<file path="src/rtl/alu_addsub_serial_if.sv">
// Request/response bundle for the serial XM23 add/subtract unit.
// The master drives the request and the result acknowledge; the slave is the ALU.
`timescale 1ns/1ps
interface alu_addsub_serial_if #(
    parameter int WIDTH = 16
);
    logic             in_valid;
    logic             in_ready;
    logic [2:0]       op;
    logic             byte_mode;
    logic [WIDTH-1:0] a;
    logic [WIDTH-1:0] b;
    logic             c_in;
    logic             out_valid;
    logic             out_ready;
    logic [WIDTH-1:0] result;
    logic             result_we;
    logic [15:0]      psw_out;
    logic [15:0]      psw_msk;
    logic             op_err;
    logic             busy;

    modport master (
        output in_valid, op, byte_mode, a, b, c_in, out_ready,
        input  in_ready, out_valid, result, result_we, psw_out, psw_msk, op_err, busy
    );

    modport slave (
        input  in_valid, op, byte_mode, a, b, c_in, out_ready,
        output in_ready, out_valid, result, result_we, psw_out, psw_msk, op_err, busy
    );
endinterface

</file>
<file path="src/rtl/alu_addsub_serial.sv">
// Digit-serial ADD/ADDC/SUB/SUBC/CMP unit producing XM23 PSW flags and update mask.
// Define ALU_ADDSUB_DADD_EN to add the BCD DADD op (requires SLICE == 4).
`timescale 1ns/1ps
module alu_addsub_serial #(
    parameter int WIDTH = 16,
    parameter int SLICE = 4
) (
    input logic                clk,
    input logic                rst,
    alu_addsub_serial_if.slave bus
);
    localparam int NW    = WIDTH / SLICE;
    localparam int NB    = 8 / SLICE;
    localparam int CNT_W = (NW > 1) ? $clog2(NW) : 1;

    localparam logic [2:0] OP_ADD  = 3'b000;
    localparam logic [2:0] OP_ADDC = 3'b001;
    localparam logic [2:0] OP_SUB  = 3'b010;
    localparam logic [2:0] OP_SUBC = 3'b011;
    localparam logic [2:0] OP_CMP  = 3'b100;
`ifdef ALU_ADDSUB_DADD_EN
    localparam logic [2:0] OP_DADD = 3'b101;
`endif

    generate
        if ((WIDTH % 8 != 0) || (WIDTH % SLICE != 0) || (8 % SLICE != 0)) begin : g_bad_geom
            $error("alu_addsub_serial: WIDTH must be a multiple of 8 and SLICE, SLICE must divide 8");
        end
`ifdef ALU_ADDSUB_DADD_EN
        if (SLICE != 4) begin : g_bad_dadd
            $error("alu_addsub_serial: DADD requires SLICE == 4");
        end
`endif
    endgenerate

    typedef enum logic [1:0] {IDLE, RUN, DONE} state_e;

    state_e             state_q, state_d;
    logic [2:0]         op_q, op_d;
    logic               byte_q, byte_d;
    logic [WIDTH-1:0]   a_q, a_d;
    logic [WIDTH-1:0]   b_q, b_d;       // b' : already inverted for subtracts
    logic               carry_q, carry_d;
    logic [CNT_W-1:0]   cnt_q, cnt_d;
    logic [WIDTH-1:0]   acc_q, acc_d;
    logic [WIDTH-1:0]   result_q, result_d;
    logic [15:0]        psw_q, psw_d;
    logic [15:0]        msk_q, msk_d;
    logic               we_q, we_d;
    logic               err_q, err_d;

    logic               accept;
    logic [SLICE-1:0]   a_s, b_s;
    logic [SLICE:0]     sum_s;
    logic               c_next;
    logic [CNT_W-1:0]   last_idx;
    logic               legal;
    logic               is_dadd;
    logic               a_msb, b_msb, r_msb, flag_z, flag_v;
`ifdef ALU_ADDSUB_DADD_EN
    logic [SLICE+1:0]   dig_s;
`endif

    assign bus.in_ready  = (state_q == IDLE) || ((state_q == DONE) && bus.out_ready);
    assign bus.out_valid = (state_q == DONE);
    assign bus.busy      = (state_q != IDLE);
    assign bus.result    = result_q;
    assign bus.psw_out   = psw_q;
    assign bus.psw_msk   = msk_q;
    assign bus.result_we = we_q;
    assign bus.op_err    = err_q;

    assign last_idx = byte_q ? CNT_W'(NB - 1) : CNT_W'(NW - 1);

    always_comb begin
        // NOTE: every signal written here gets a default first, so no path can infer a latch.
        state_d  = state_q;
        op_d     = op_q;
        byte_d   = byte_q;
        a_d      = a_q;
        b_d      = b_q;
        carry_d  = carry_q;
        cnt_d    = cnt_q;
        acc_d    = acc_q;
        result_d = result_q;
        psw_d    = psw_q;
        msk_d    = msk_q;
        we_d     = we_q;
        err_d    = err_q;
        accept   = 1'b0;
        a_s      = a_q[cnt_q*SLICE +: SLICE];
        b_s      = b_q[cnt_q*SLICE +: SLICE];
        sum_s    = {1'b0, a_s} + {1'b0, b_s} + {{SLICE{1'b0}}, carry_q};
        c_next   = sum_s[SLICE];
        is_dadd  = 1'b0;
`ifdef ALU_ADDSUB_DADD_EN
        is_dadd  = (op_q == OP_DADD);
        dig_s    = {2'b00, a_s} + {2'b00, b_s} + {{(SLICE+1){1'b0}}, carry_q};
        if (is_dadd) begin
            if (dig_s > 9) begin
                dig_s  = dig_s + 6;
                c_next = 1'b1;
            end else begin
                c_next = 1'b0;
            end
            sum_s = {c_next, dig_s[SLICE-1:0]};
        end
`endif
        legal    = (op_q <= OP_CMP) || is_dadd;
        a_msb    = byte_q ? a_q[7] : a_q[WIDTH-1];
        b_msb    = byte_q ? b_q[7] : b_q[WIDTH-1];
        r_msb    = 1'b0;
        flag_z   = 1'b0;
        flag_v   = 1'b0;

        case (state_q)
            IDLE: accept = bus.in_valid;
            RUN: begin
                acc_d[cnt_q*SLICE +: SLICE] = sum_s[SLICE-1:0];
                carry_d = c_next;
                cnt_d   = cnt_q + CNT_W'(1);
                if (cnt_q == last_idx) begin
                    state_d  = DONE;
                    r_msb    = byte_q ? acc_d[7] : acc_d[WIDTH-1];
                    flag_z   = byte_q ? (acc_d[7:0] == 8'h00) : (acc_d == '0);
                    flag_v   = !is_dadd && (a_msb == b_msb) && (r_msb != a_msb);
                    result_d = acc_d;
                    psw_d    = {11'd0, flag_v, 1'b0, r_msb, flag_z, c_next};
                    msk_d    = !legal ? 16'h0000 : (is_dadd ? 16'h0007 : 16'h0017);
                    we_d     = legal && (op_q != OP_CMP);
                    err_d    = !legal;
                end
            end
            DONE: begin
                if (bus.out_ready) begin
                    accept  = bus.in_valid;
                    state_d = IDLE;
                end
            end
            default: state_d = IDLE;
        endcase

        // Illegal ops fall through with b' = b and carry 0, i.e. they compute as ADD.
        if (accept) begin
            state_d = RUN;
            op_d    = bus.op;
            byte_d  = bus.byte_mode;
            a_d     = bus.a;
            acc_d   = bus.a;
            b_d     = bus.b;
            carry_d = 1'b0;
            cnt_d   = '0;
            case (bus.op)
                OP_ADD:  carry_d = 1'b0;
                OP_ADDC: carry_d = bus.c_in;
                OP_SUB, OP_CMP: begin
                    b_d     = ~bus.b;
                    carry_d = 1'b1;
                end
                OP_SUBC: begin
                    b_d     = ~bus.b;
                    carry_d = bus.c_in;
                end
`ifdef ALU_ADDSUB_DADD_EN
                OP_DADD: carry_d = bus.c_in;
`endif
                default: carry_d = 1'b0;
            endcase
        end
    end

    // NOTE: state registers use non-blocking assignments so every flop samples pre-edge values.
    always_ff @(posedge clk or posedge rst) begin
        if (rst) begin
            state_q  <= IDLE;
            op_q     <= '0;
            byte_q   <= 1'b0;
            a_q      <= '0;
            b_q      <= '0;
            carry_q  <= 1'b0;
            cnt_q    <= '0;
            acc_q    <= '0;
            result_q <= '0;
            psw_q    <= '0;
            msk_q    <= '0;
            we_q     <= 1'b0;
            err_q    <= 1'b0;
        end else begin
            state_q  <= state_d;
            op_q     <= op_d;
            byte_q   <= byte_d;
            a_q      <= a_d;
            b_q      <= b_d;
            carry_q  <= carry_d;
            cnt_q    <= cnt_d;
            acc_q    <= acc_d;
            result_q <= result_d;
            psw_q    <= psw_d;
            msk_q    <= msk_d;
            we_q     <= we_d;
            err_q    <= err_d;
        end
    end
endmodule
</file>
<file path="src/flat_wrapper.sv">
// flat-port wrapper written by rule: the top's interface ports become plain ports
module alu_addsub_serial_flat 
#(
    parameter int WIDTH = 16,
    parameter int SLICE = 4
)
  (clk, rst, bus_in_valid, bus_op, bus_byte_mode, bus_a, bus_b, bus_c_in, bus_out_ready, bus_in_ready, bus_out_valid, bus_result, bus_result_we, bus_psw_out, bus_psw_msk, bus_op_err, bus_busy);
  alu_addsub_serial_if #(.WIDTH(WIDTH)) bus_i ();
  input logic clk;
  input logic rst;
  input wire logic [$bits(bus_i.in_valid)-1:0] bus_in_valid;
  input wire logic [$bits(bus_i.op)-1:0] bus_op;
  input wire logic [$bits(bus_i.byte_mode)-1:0] bus_byte_mode;
  input wire logic [$bits(bus_i.a)-1:0] bus_a;
  input wire logic [$bits(bus_i.b)-1:0] bus_b;
  input wire logic [$bits(bus_i.c_in)-1:0] bus_c_in;
  input wire logic [$bits(bus_i.out_ready)-1:0] bus_out_ready;
  output wire logic [$bits(bus_i.in_ready)-1:0] bus_in_ready;
  output wire logic [$bits(bus_i.out_valid)-1:0] bus_out_valid;
  output wire logic [$bits(bus_i.result)-1:0] bus_result;
  output wire logic [$bits(bus_i.result_we)-1:0] bus_result_we;
  output wire logic [$bits(bus_i.psw_out)-1:0] bus_psw_out;
  output wire logic [$bits(bus_i.psw_msk)-1:0] bus_psw_msk;
  output wire logic [$bits(bus_i.op_err)-1:0] bus_op_err;
  output wire logic [$bits(bus_i.busy)-1:0] bus_busy;
  assign bus_i.in_valid = bus_in_valid;
  assign bus_i.op = bus_op;
  assign bus_i.byte_mode = bus_byte_mode;
  assign bus_i.a = bus_a;
  assign bus_i.b = bus_b;
  assign bus_i.c_in = bus_c_in;
  assign bus_i.out_ready = bus_out_ready;
  assign bus_in_ready = bus_i.in_ready;
  assign bus_out_valid = bus_i.out_valid;
  assign bus_result = bus_i.result;
  assign bus_result_we = bus_i.result_we;
  assign bus_psw_out = bus_i.psw_out;
  assign bus_psw_msk = bus_i.psw_msk;
  assign bus_op_err = bus_i.op_err;
  assign bus_busy = bus_i.busy;
  alu_addsub_serial #(.WIDTH(WIDTH), .SLICE(SLICE)) u_core (.clk(clk), .rst(rst), .bus(bus_i));
endmodule
</file>
<file path="config.mk">
export PLATFORM = sky130hd
export DESIGN_NAME = alu_addsub_serial_flat
export DESIGN_NICKNAME = d
export VERILOG_FILES = /design/src/rtl/alu_addsub_serial_if.sv /design/src/rtl/alu_addsub_serial.sv /design/src/flat_wrapper.sv
export SDC_FILE = /design/constraint.sdc
export NUM_CORES = 1
export LEC_CHECK = 0
export ABC_AREA = 0
export BUFFER_PORTS_ARGS = -buffer_cell sky130_fd_sc_hd__buf_2
export CAP_MARGIN = 20
export CORE_MARGIN = 4
export CORE_UTILIZATION = 59
export CTS_BUF_LIST = sky130_fd_sc_hd__clkbuf_4 sky130_fd_sc_hd__clkbuf_8 sky130_fd_sc_hd__clkbuf_16
export DETAILED_ROUTE_END_ITERATION = 10
export GPL_TIMING_DRIVEN = 1
export PLACE_DENSITY = 0.91
export SLEW_MARGIN = 10
export SYNTH_ARGS = -nofsm -noshare
export SYNTH_HDL_FRONTEND = slang
export SYNTH_SLANG_ARGS = --single-unit
</file>
<file path="constraint.sdc">
create_clock -name clk -period 9.8 [get_ports clk]
set_input_delay 0.49 -clock clk [delete_from_list [all_inputs] [get_ports clk]]
set_output_delay 0.49 -clock clk [all_outputs]
set_load 0.02 [all_outputs]
</file>
# Word-level counts from Yosys, hierarchy flattened
# Index checks and enable logic that the tools add are counted.
totals:
  reg_bits: 95
  latch_bits: 0
  mem_bits_rw: 0
  mem_bits_ro: 0
  inputBits: 41
  elab_cells: 72
  n_memories: 0
classes:
  add_sub_neg: 4
  mul: 0
  div_mod_pow: 0
  n_lt_le_gt_ge: 1
  n_eq_ne: 13
  shift: 4
  mux: 21
  bitwise_logic: 1
  reduce_logical: 15
op_table:
  columns: ["operator", "count"]
  rows:
  - ["$mux W16", 3]
  - ["$neg A4 Y34", 1]
  - ["$shift A4 B34 Y16 const A", 1]
  - ["$shiftx A4 B34 Y16", 1]
  - ["$shiftx A16 B5 Y4", 2]
  - ["$bwmux W16", 1]
  - ["$logic_not A16 Y1", 1]
  - ["$not A16 Y16", 1]
  - ["$mux W2", 6]
  - ["$logic_not A8 Y1", 1]
  - ["$mux W1", 7]
  - ["$eq A3 B2 Y1 const B", 2]
  - ["$pmux W2 S3", 1]
  - ["$add A4 B4 Y5", 1]
  - ["$add A5 B1 Y5", 1]
  - ["$mux W5", 1]
  - ["$pmux W1 S2", 2]
  - ["$reduce_bool A2 Y1", 2]
  - ["$reduce_or A2 Y1", 2]
  - ["$eq A3 B1 Y1 const B", 1]
  - ["$eq A3 B3 Y1 const B", 1]
  - ["$le A3 B3 Y1 const B", 1]
  - ["$logic_and A1 B1 Y1", 3]
  - ["$ne A3 B1 Y1 const B", 1]
  - ["other kinds (15)", 15]

# Longest topological paths before layout
# Gate-level depths: netlist of run 1.
logic_depth:
  ltp_word: 8
  ltp_mapped: 11
  ltp_nobuf: 9

# Worst setup path before layout of run 1
# OpenSTA, ideal clock, no wires.
synth_timing:
  path_kind: "flip-flop to flip-flop"
  start: "reg u_core.cnt_q[0]"
  end: "reg u_core.psw_q[1] (netlist: u_core.bus.psw_out[1])"
  setup_ns: 0.135
  arrival_ns: 3.161
  t_required_ns: 9.665
  path_slack_ns: 6.503
  stages_incl_launch_ff: 12
  synth_period_minus_slack_ns: 3.297
  cell_sequence: "dfrtp_1 -> buf_2 -> buf_2 -> mux4_2 -> fa_1 -> inv_1 -> fa_1 -> nor4b_1 -> mux2i_1 -> nor4b_1 -> a31oi_1 -> o41ai_1"
synth_via:
  elab_chain_len: 7
  word_cells_on_any_way: 13
  cone_classes: "add/sub (3); eq/ne (1); shift (4); mux (2); reduce/logical (3)"
synth_lines:
  columns: ["item", "line", "rtl"]
  rows:
  - ["from (decl)", "alu_addsub_serial.sv:44", "logic [CNT_W-1:0] cnt_q, cnt_d;"]
  - ["from (signal assigned)", "alu_addsub_serial.sv:195", "cnt_q <= cnt_d;"]
  - ["$shiftx A16 B5 Y4, on equally long branches", "alu_addsub_serial.sv:91, alu_addsub_serial.sv:92", null]
  - ["$add A4 B4 Y5", "alu_addsub_serial.sv:93", "sum_s = {1'b0, a_s} + {1'b0, b_s} + {{SLICE{1'b0}}, carry_q};"]
  - ["$add A5 B1 Y5", "alu_addsub_serial.sv:93", null]
  - ["$shiftx A4 B34 Y16", "alu_addsub_serial.sv:119", "acc_d[cnt_q*SLICE +: SLICE] = sum_s[SLICE-1:0];"]
  - ["$bwmux W16", "alu_addsub_serial.sv:119", null]
  - ["$logic_not A16 Y1 or $logic_not A8 Y1 (tied branches)", "alu_addsub_serial.sv:125", "flag_z = byte_q ? (acc_d[7:0] == 8'h00) : (acc_d == '0);"]
  - ["$mux W1", "alu_addsub_serial.sv:125", null]
  - ["to (signal assigned)", "alu_addsub_serial.sv:198", "psw_q <= psw_d;"]
  - ["to (decl)", "alu_addsub_serial.sv:47", "logic [15:0] psw_q, psw_d;"]
# Parallel ways exist; a longest one is shown, timed or not.
# A chain may end at the register's enable or synchronous reset.

# Final worst setup path of run 1
# Same ends and word-level chain as after synthesis.

==> impl_metrics.ini, run 1 <==
[cells_and_area]
layout_commonest_cell = sky130_fd_sc_hd__nand2_1
finish.net_count = 557
multi_input_area_um2 = 2010
antennaDiodeCount = 0
area.sequential_um2 = 2000
most-common-layout-cells = sky130_fd_sc_hd__nand2_1 (102), sky130_fd_sc_hd__dfrtp_1 (80), sky130_fd_sc_hd__buf_2 (69)
final_util = 0.689
drive_above_1_share = 0.215
syn2layout_area_growth_pct = 11.2
fill_cells = 534
final-instance-count-excl-fill = 607

[clock_tree]
max-clock-path-buffers = 2
clock_latency_ns = 0.36
path_clk_slew_ns = 0.08
cts_inserted_buffers = 9
ctsRootBufferMaster = sky130_fd_sc_hd__clkbuf_8
count_of_cells_resized_by_post_cts_repair = 0
cts_sinks = 80
cts-htree-levels = 3
tritoncts = built
postCtsHoldBufs = 0
post-cts-setup-buffers = 0

[pwr]
power_uw = 1730
power.density_cell_area_nw_per_um2 = 362
vdd_ir_drop_max_uv = 170
leakage_uw = 0.00238

[drt]
drc = 0
drt-wirelength-per-cell_um = 15.5
dr_wl_met3_um = 644
drt_wl_total_mm = 9.42
wirelength_met1_mm = 4.15
viasPerCell = 5.43
top_layer_used = met4
detailroute.via_count = 3298
detail-route-antenna-nets = 0
wl_met2_mm = 4.44
number_of_design_rule_violations_left_by_the_first_detailed_router_iteration = 225
drtPass1Iterations = 4

[yosys]
postSynthRegisterBits = 80
synthArstFlopShare = 1.00
synth_ff_type = sky130_fd_sc_hd__dfrtp_1
synthCells = 451
synth-edff-count = 0
ys_types = 57
yosys_warnings = 0
post_synth_instance_area_um2 = 4300
synth_area_per_cell_um2 = 9.54
synth.yosys.seq_area_share = 0.465

[worst_setup_path]
critPathMostFrequentCell = sky130_fd_sc_hd__fa_1
worstPathRequired_ns = 10.05
worst-setup-path-type = register to register
crit_path_max_incr_delay_ns = 1.01
endpoint_kind = register
worst_setup_path_start_kind = register
critPathArrivalTime_ns = 4.02
slowest_stage = sky130_fd_sc_hd__dfrtp_1
crit_chain = mux4_2 > fa_1 > inv_1 > fa_1 > xnor2_1 > o22a_1 > nor4b_1 > a31oi_1 > o41ai_1
crit_fanout = 25

[global_routing]
grt_start_max_net_pins = 81
globalRoute.totalOverflow = 0
grt_pass1_vias = 3288
grt_util_all_layers = 0.227
global_route_wire_length_before_repair_mm = 15.5
antenna_found_initial = 0

[floorplanning]
top_level_ports = 94
die_height_um = 93.4
core_region_area_um2 = 6940
floorplan.die_area_um2 = 8720
initial_utilization = 0.620
fp-row-count = 30
chipWidth_um = 93.4

[timing]
grt_setup_unrepaired = false
relSlewSlack = 0.321
final.period_utilization = 0.385
timing.setup.tns_ns = 0
finalWorstPathRequiredPeriod_ns = 3.77
fmax_mhz = 265
fin_skew_ns = 0.00864
worstMarginPinSlew_ns = 1.02
final_hold_viol_count = 0
final_max_slew_viol_count = 0
finalSetupViolCount = 0

[placement]
portBuffers = 69
dp.cells = 590
place.gp.congestion = 0.882
dp_hpwl_mm = 6.80

[flow_run]
max_cap_violations = 0

[status]
run_status = completed

[worst_hold_path]
holdCritPathClass = primary input to register
report_power, final:
group	internal (µW)	switching [µW]	leakage [µW]
clock	137	115	0.000110
sequential	476	117	0.00101
combinational	345	542	0.00126
per-stage QoR:
step	instance area (µm²)	setup WS (ns)	hold WS, ns
after floorplan	4390	6.50	0.440
after global placement	4560	6.15	0.456
after detailed placement	4560	6.04	0.462
after CTS	4770	5.99	0.320
after global routing	4780	5.77	0.311
final	4780	6.03	0.326
layout make-up:
class | count | share of cell area
Tap cell | 96 | 0.0251
Multi-Input combinational cell | 327 | 0.421
Clock inverter | 3 | 0.00837
Inverter | 14 | 0.0110
Clock buffer | 13 | 0.0348
Timing Repair Buffer | 74 | 0.0816
Sequential cell | 80 | 0.418
logic make-up (layout without fill, tap and decap cells):
family,after synthesis,after routing,synth area share
adders and majority gates,10,10,0.0326
other,1,24,0.000872
DFF,80,80,0.465
and+or+nand+nor,160,160,0.178
muxes,18,18,0.0663
buffers and inverters,67,104,0.0878
xor gates and xnor gates,18,18,0.0366
AOI/OAI and AO/OA,97,97,0.132
state kept, by name (all words and copies together), names as in the netlist, 2 cells and up:
| register | count |
|---|---|
| u_core.bus.psw_out | 4 |
| u_core.cnt_q | 2 |
| u_core.b_q | 16 |
| u_core.acc_q | 16 |
| u_core.bus.result | 16 |
| u_core.state_q | 2 |
| u_core.a_q | 16 |
| u_core.op_q | 3 |
Yosys cell counts (3+ instances only):
cell type	count	area, µm²
sky130_fd_sc_hd__a21oi_1	17	85.1
sky130_fd_sc_hd__nor2_1	13	48.8
sky130_fd_sc_hd__mux2i_1	6	60.1
sky130_fd_sc_hd__nand4_1	3	18.8
sky130_fd_sc_hd__mux4_2	8	180
sky130_fd_sc_hd__nor2b_1	9	56.3
sky130_fd_sc_hd__nor4b_1	3	26.3
sky130_fd_sc_hd__inv_1	14	52.6
sky130_fd_sc_hd__nor3_1	4	20.0
sky130_fd_sc_hd__nand2_1	102	383
sky130_fd_sc_hd__buf_4	28	210
sky130_fd_sc_hd__mux2_2	4	45.0
sky130_fd_sc_hd__xor2_1	17	149
sky130_fd_sc_hd__dfrtp_1	80	2000
sky130_fd_sc_hd__o21ai_0	53	265
sky130_fd_sc_hd__a32oi_1	4	35.0
sky130_fd_sc_hd__a22oi_1	4	30.0
sky130_fd_sc_hd__buf_2	5	25.0
sky130_fd_sc_hd__ha_1	8	100
sky130_fd_sc_hd__nand3_1	7	35.0
sky130_fd_sc_hd__clkbuf_1	17	63.8
worst paths after layout:
path	startpoint	end	depth (start not counted)	slack, ns
max	u_core.cnt_q[0]	u_core.bus.psw_out[1]	9	6.03
min reg2reg	u_core.bus.result[13]	u_core.bus.result[13]	2	0.48
max reg2reg	u_core.cnt_q[0]	u_core.bus.psw_out[1]	9	6.03
min	bus_byte_mode	u_core.byte_q	3	0.33
min in group asynchronous	rst	u_core.bus.psw_out[0]	3	0.42
max in group asynchronous	rst	u_core.bus.psw_out[1]	3	8.74
routing by layer:
layer  GRT usage  vias to the layer above
met5           0                        -
met3      0.0499                       19
met2       0.362                      121
met4      0.0940                        0
met1       0.301                     1556
li1            -                     1602
critical path: cells and delay by family (launching register included):
kind            cells  cell delay, ns
mux                 1            0.63
compound gates      3            0.65
flops               1            1.01
simple gates        1            0.40
xor+xnor            1            0.21
fa+ha+maj           2            0.65
buf+inv             1            0.10
Note: power is estimated with default switching activity, not from simulation.
==> run 2: changes to the inputs <==
--- a/config.mk
+++ b/config.mk
@@ -9,11 +9,11 @@
 export BUFFER_PORTS_ARGS = -buffer_cell sky130_fd_sc_hd__buf_2
 export CAP_MARGIN = 20
 export CORE_MARGIN = 4
-export CORE_UTILIZATION = 59
+export CORE_UTILIZATION = 55
 export CTS_BUF_LIST = sky130_fd_sc_hd__clkbuf_4 sky130_fd_sc_hd__clkbuf_8 sky130_fd_sc_hd__clkbuf_16
 export DETAILED_ROUTE_END_ITERATION = 10
 export GPL_TIMING_DRIVEN = 1
-export PLACE_DENSITY = 0.91
+export PLACE_DENSITY = 0.86
 export SLEW_MARGIN = 10
 export SYNTH_ARGS = -nofsm -noshare
 export SYNTH_HDL_FRONTEND = slang
==> constraint.sdc (replaced) <==
create_clock -name clk -period 3.69 [get_ports clk]
set_input_delay 0.1845 -clock clk [delete_from_list [all_inputs] [get_ports clk]]
set_output_delay 0.1845 -clock clk [all_outputs]
set_load 0.02 [all_outputs]
==> impl_metrics.ini, run 2 (synthesis results as in run 1) <==
[cells_and_area]
stdcell_area_um2 = 4780
layout_commonest_cell = sky130_fd_sc_hd__nand2_1
syn2layout_area_growth_pct = 11.0
multi_input_area_um2 = 2010
finish.net_count = 562
final-instance-count-excl-fill = 614
fill_cells = 627
most-common-layout-cells = sky130_fd_sc_hd__nand2_1 (102), sky130_fd_sc_hd__dfrtp_1 (80), sky130_fd_sc_hd__buf_2 (69)
antennaDiodeCount = 0
drive_above_1_share = 0.219
area.sequential_um2 = 2000

[worst_setup_path]
critPathArrivalTime_ns = 3.51
worst-setup-path-type = register to register
crit_fanout = 20
crit_path_start = u_core.cnt_q[0]
reg2reg_from = u_core.cnt_q[0]
worstPathRequired_ns = 3.94
worst_setup_path_start_kind = register
endpoint_kind = register

[placement]
dp.cells = 598
place.gp.congestion = 0.904
dp_hpwl_mm = 7.46
placedInstanceArea_um2 = 4600
portBuffers = 69

[drt]
drt-wirelength-per-cell_um = 16.2
viasPerCell = 5.53
drt_wl_total_mm = 9.96
drc = 0
number_of_design_rule_violations_left_by_the_first_detailed_router_iteration = 240
detail-route-antenna-nets = 0
detailroute.via_count = 3396
drtPass1Iterations = 4

[global_routing]
global_route_wire_length_before_repair_mm = 16.2
busiest_layer = met2
global_route.usage.met2 = 0.348
grt_start_max_net_pins = 56
grt_pass1_vias = 3334
grt_util_all_layers = 0.230
antenna_found_initial = 0
grt_use_met3 = 0.0519
globalRoute.totalOverflow = 0
grtUsageMet1 = 0.323

[timing]
finalWorstPathRequiredPeriod_ns = 3.26
final.period_utilization = 0.883
worstMarginPinSlew_ns = 0.995
final_hold_viol_count = 0
final_max_slew_viol_count = 0
fmax_mhz = 307
fin_skew_ns = 0.00599
timing.setup.tns_ns = 0
relSlewSlack = 0.336
grt_setup_unrepaired = false
finalSetupViolCount = 0

[floorplanning]
fp-row-count = 31
floorplan.die_area_um2 = 9300
die_height_um = 96.5
core_region_area_um2 = 7410
initial_utilization = 0.581
top_level_ports = 94
chipWidth_um = 96.5

[clock_tree]
cts_sinks = 80
tritoncts = built
max-clock-path-buffers = 2
ctsRootBufferMaster = sky130_fd_sc_hd__clkbuf_8
cts-htree-levels = 3
clock_latency_ns = 0.36
post-cts-setup-buffers = 0
postCtsHoldBufs = 1
cts_inserted_buffers = 9
count_of_cells_resized_by_post_cts_repair = 0
path_clk_slew_ns = 0.08

[pwr]
power.density_cell_area_nw_per_um2 = 951
vdd_ir_drop_max_uv = 459
leakage_uw = 0.00238

[worst_hold_path]
min_from = bus_byte_mode
holdCritPathClass = primary input to register

[status]
run_status = completed

[flow_run]
max_cap_violations = 0
-- run 2: per-stage QoR --
stage | worst slack, ns | total power [µW] | hold WS, ns | utilization
after floorplan | 0.393 | 3350 | 0.290 | -
after global placement | 0.558 | 3880 | 0.141 | 0.622
after detailed placement | 0.455 | 3970 | 0.149 | 0.622
after CTS | 0.438 | 4540 | 0.0221 | 0.645
after global routing | 0.208 | 4910 | 0.0237 | 0.645
final | 0.430 | 4540 | 0.0437 | 0.645
-- run 2: layout make-up --
cell class | count | area share
tap | 99 | 0.0259
clock inverter | 4 | 0.00472
inverter | 14 | 0.0110
clock buffer | 11 | 0.0291
timing repair buffer | 79 | 0.0886
multi-input combinational | 327 | 0.422
sequential | 80 | 0.419
-- run 2: metal layers --
metal	vias to the layer above	share of wire
met5	-	0
met4	0	0.023
met3	22	0.069
met2	130	0.47
met1	1633	0.44
li1	1611	-
-- run 2: report_power, final --
group	switching, µW	total [µW]	leakage [µW]	internal, µW
sequential	254	1520	0.00101	1270
combinational	1530	2460	0.00128	930
clock	310	562	0.0000858	252
total	2100	4540	0.00238	2450
-- run 2: final timing paths --
check | end | slack, ns | cells after the start
worst max-delay path | u_core.bus.psw_out[1] | 0.43 | 10
worst min-delay path | u_core.byte_q | 0.04 | 3
worst max register to register | u_core.bus.psw_out[1] | 0.43 | 10
max in group asynchronous | u_core.acc_q[10] | 2.63 | 4
min in group asynchronous | u_core.acc_q[3] | 0.31 | 3
worst min register to register | u_core.bus.result[1] | 0.48 | 2
-- run 2: worst max-delay path, stage by stage, from the launching register on --
cell                      delay [ns]
sky130_fd_sc_hd__dfrtp_1        0.48
sky130_fd_sc_hd__buf_4          0.33
sky130_fd_sc_hd__mux4_2         0.36
sky130_fd_sc_hd__fa_1           0.43
sky130_fd_sc_hd__inv_1          0.09
sky130_fd_sc_hd__fa_1           0.20
sky130_fd_sc_hd__xnor2_1        0.22
sky130_fd_sc_hd__o22a_1         0.27
sky130_fd_sc_hd__nor4b_1        0.40
sky130_fd_sc_hd__a31oi_1        0.13
sky130_fd_sc_hd__o41ai_1        0.24
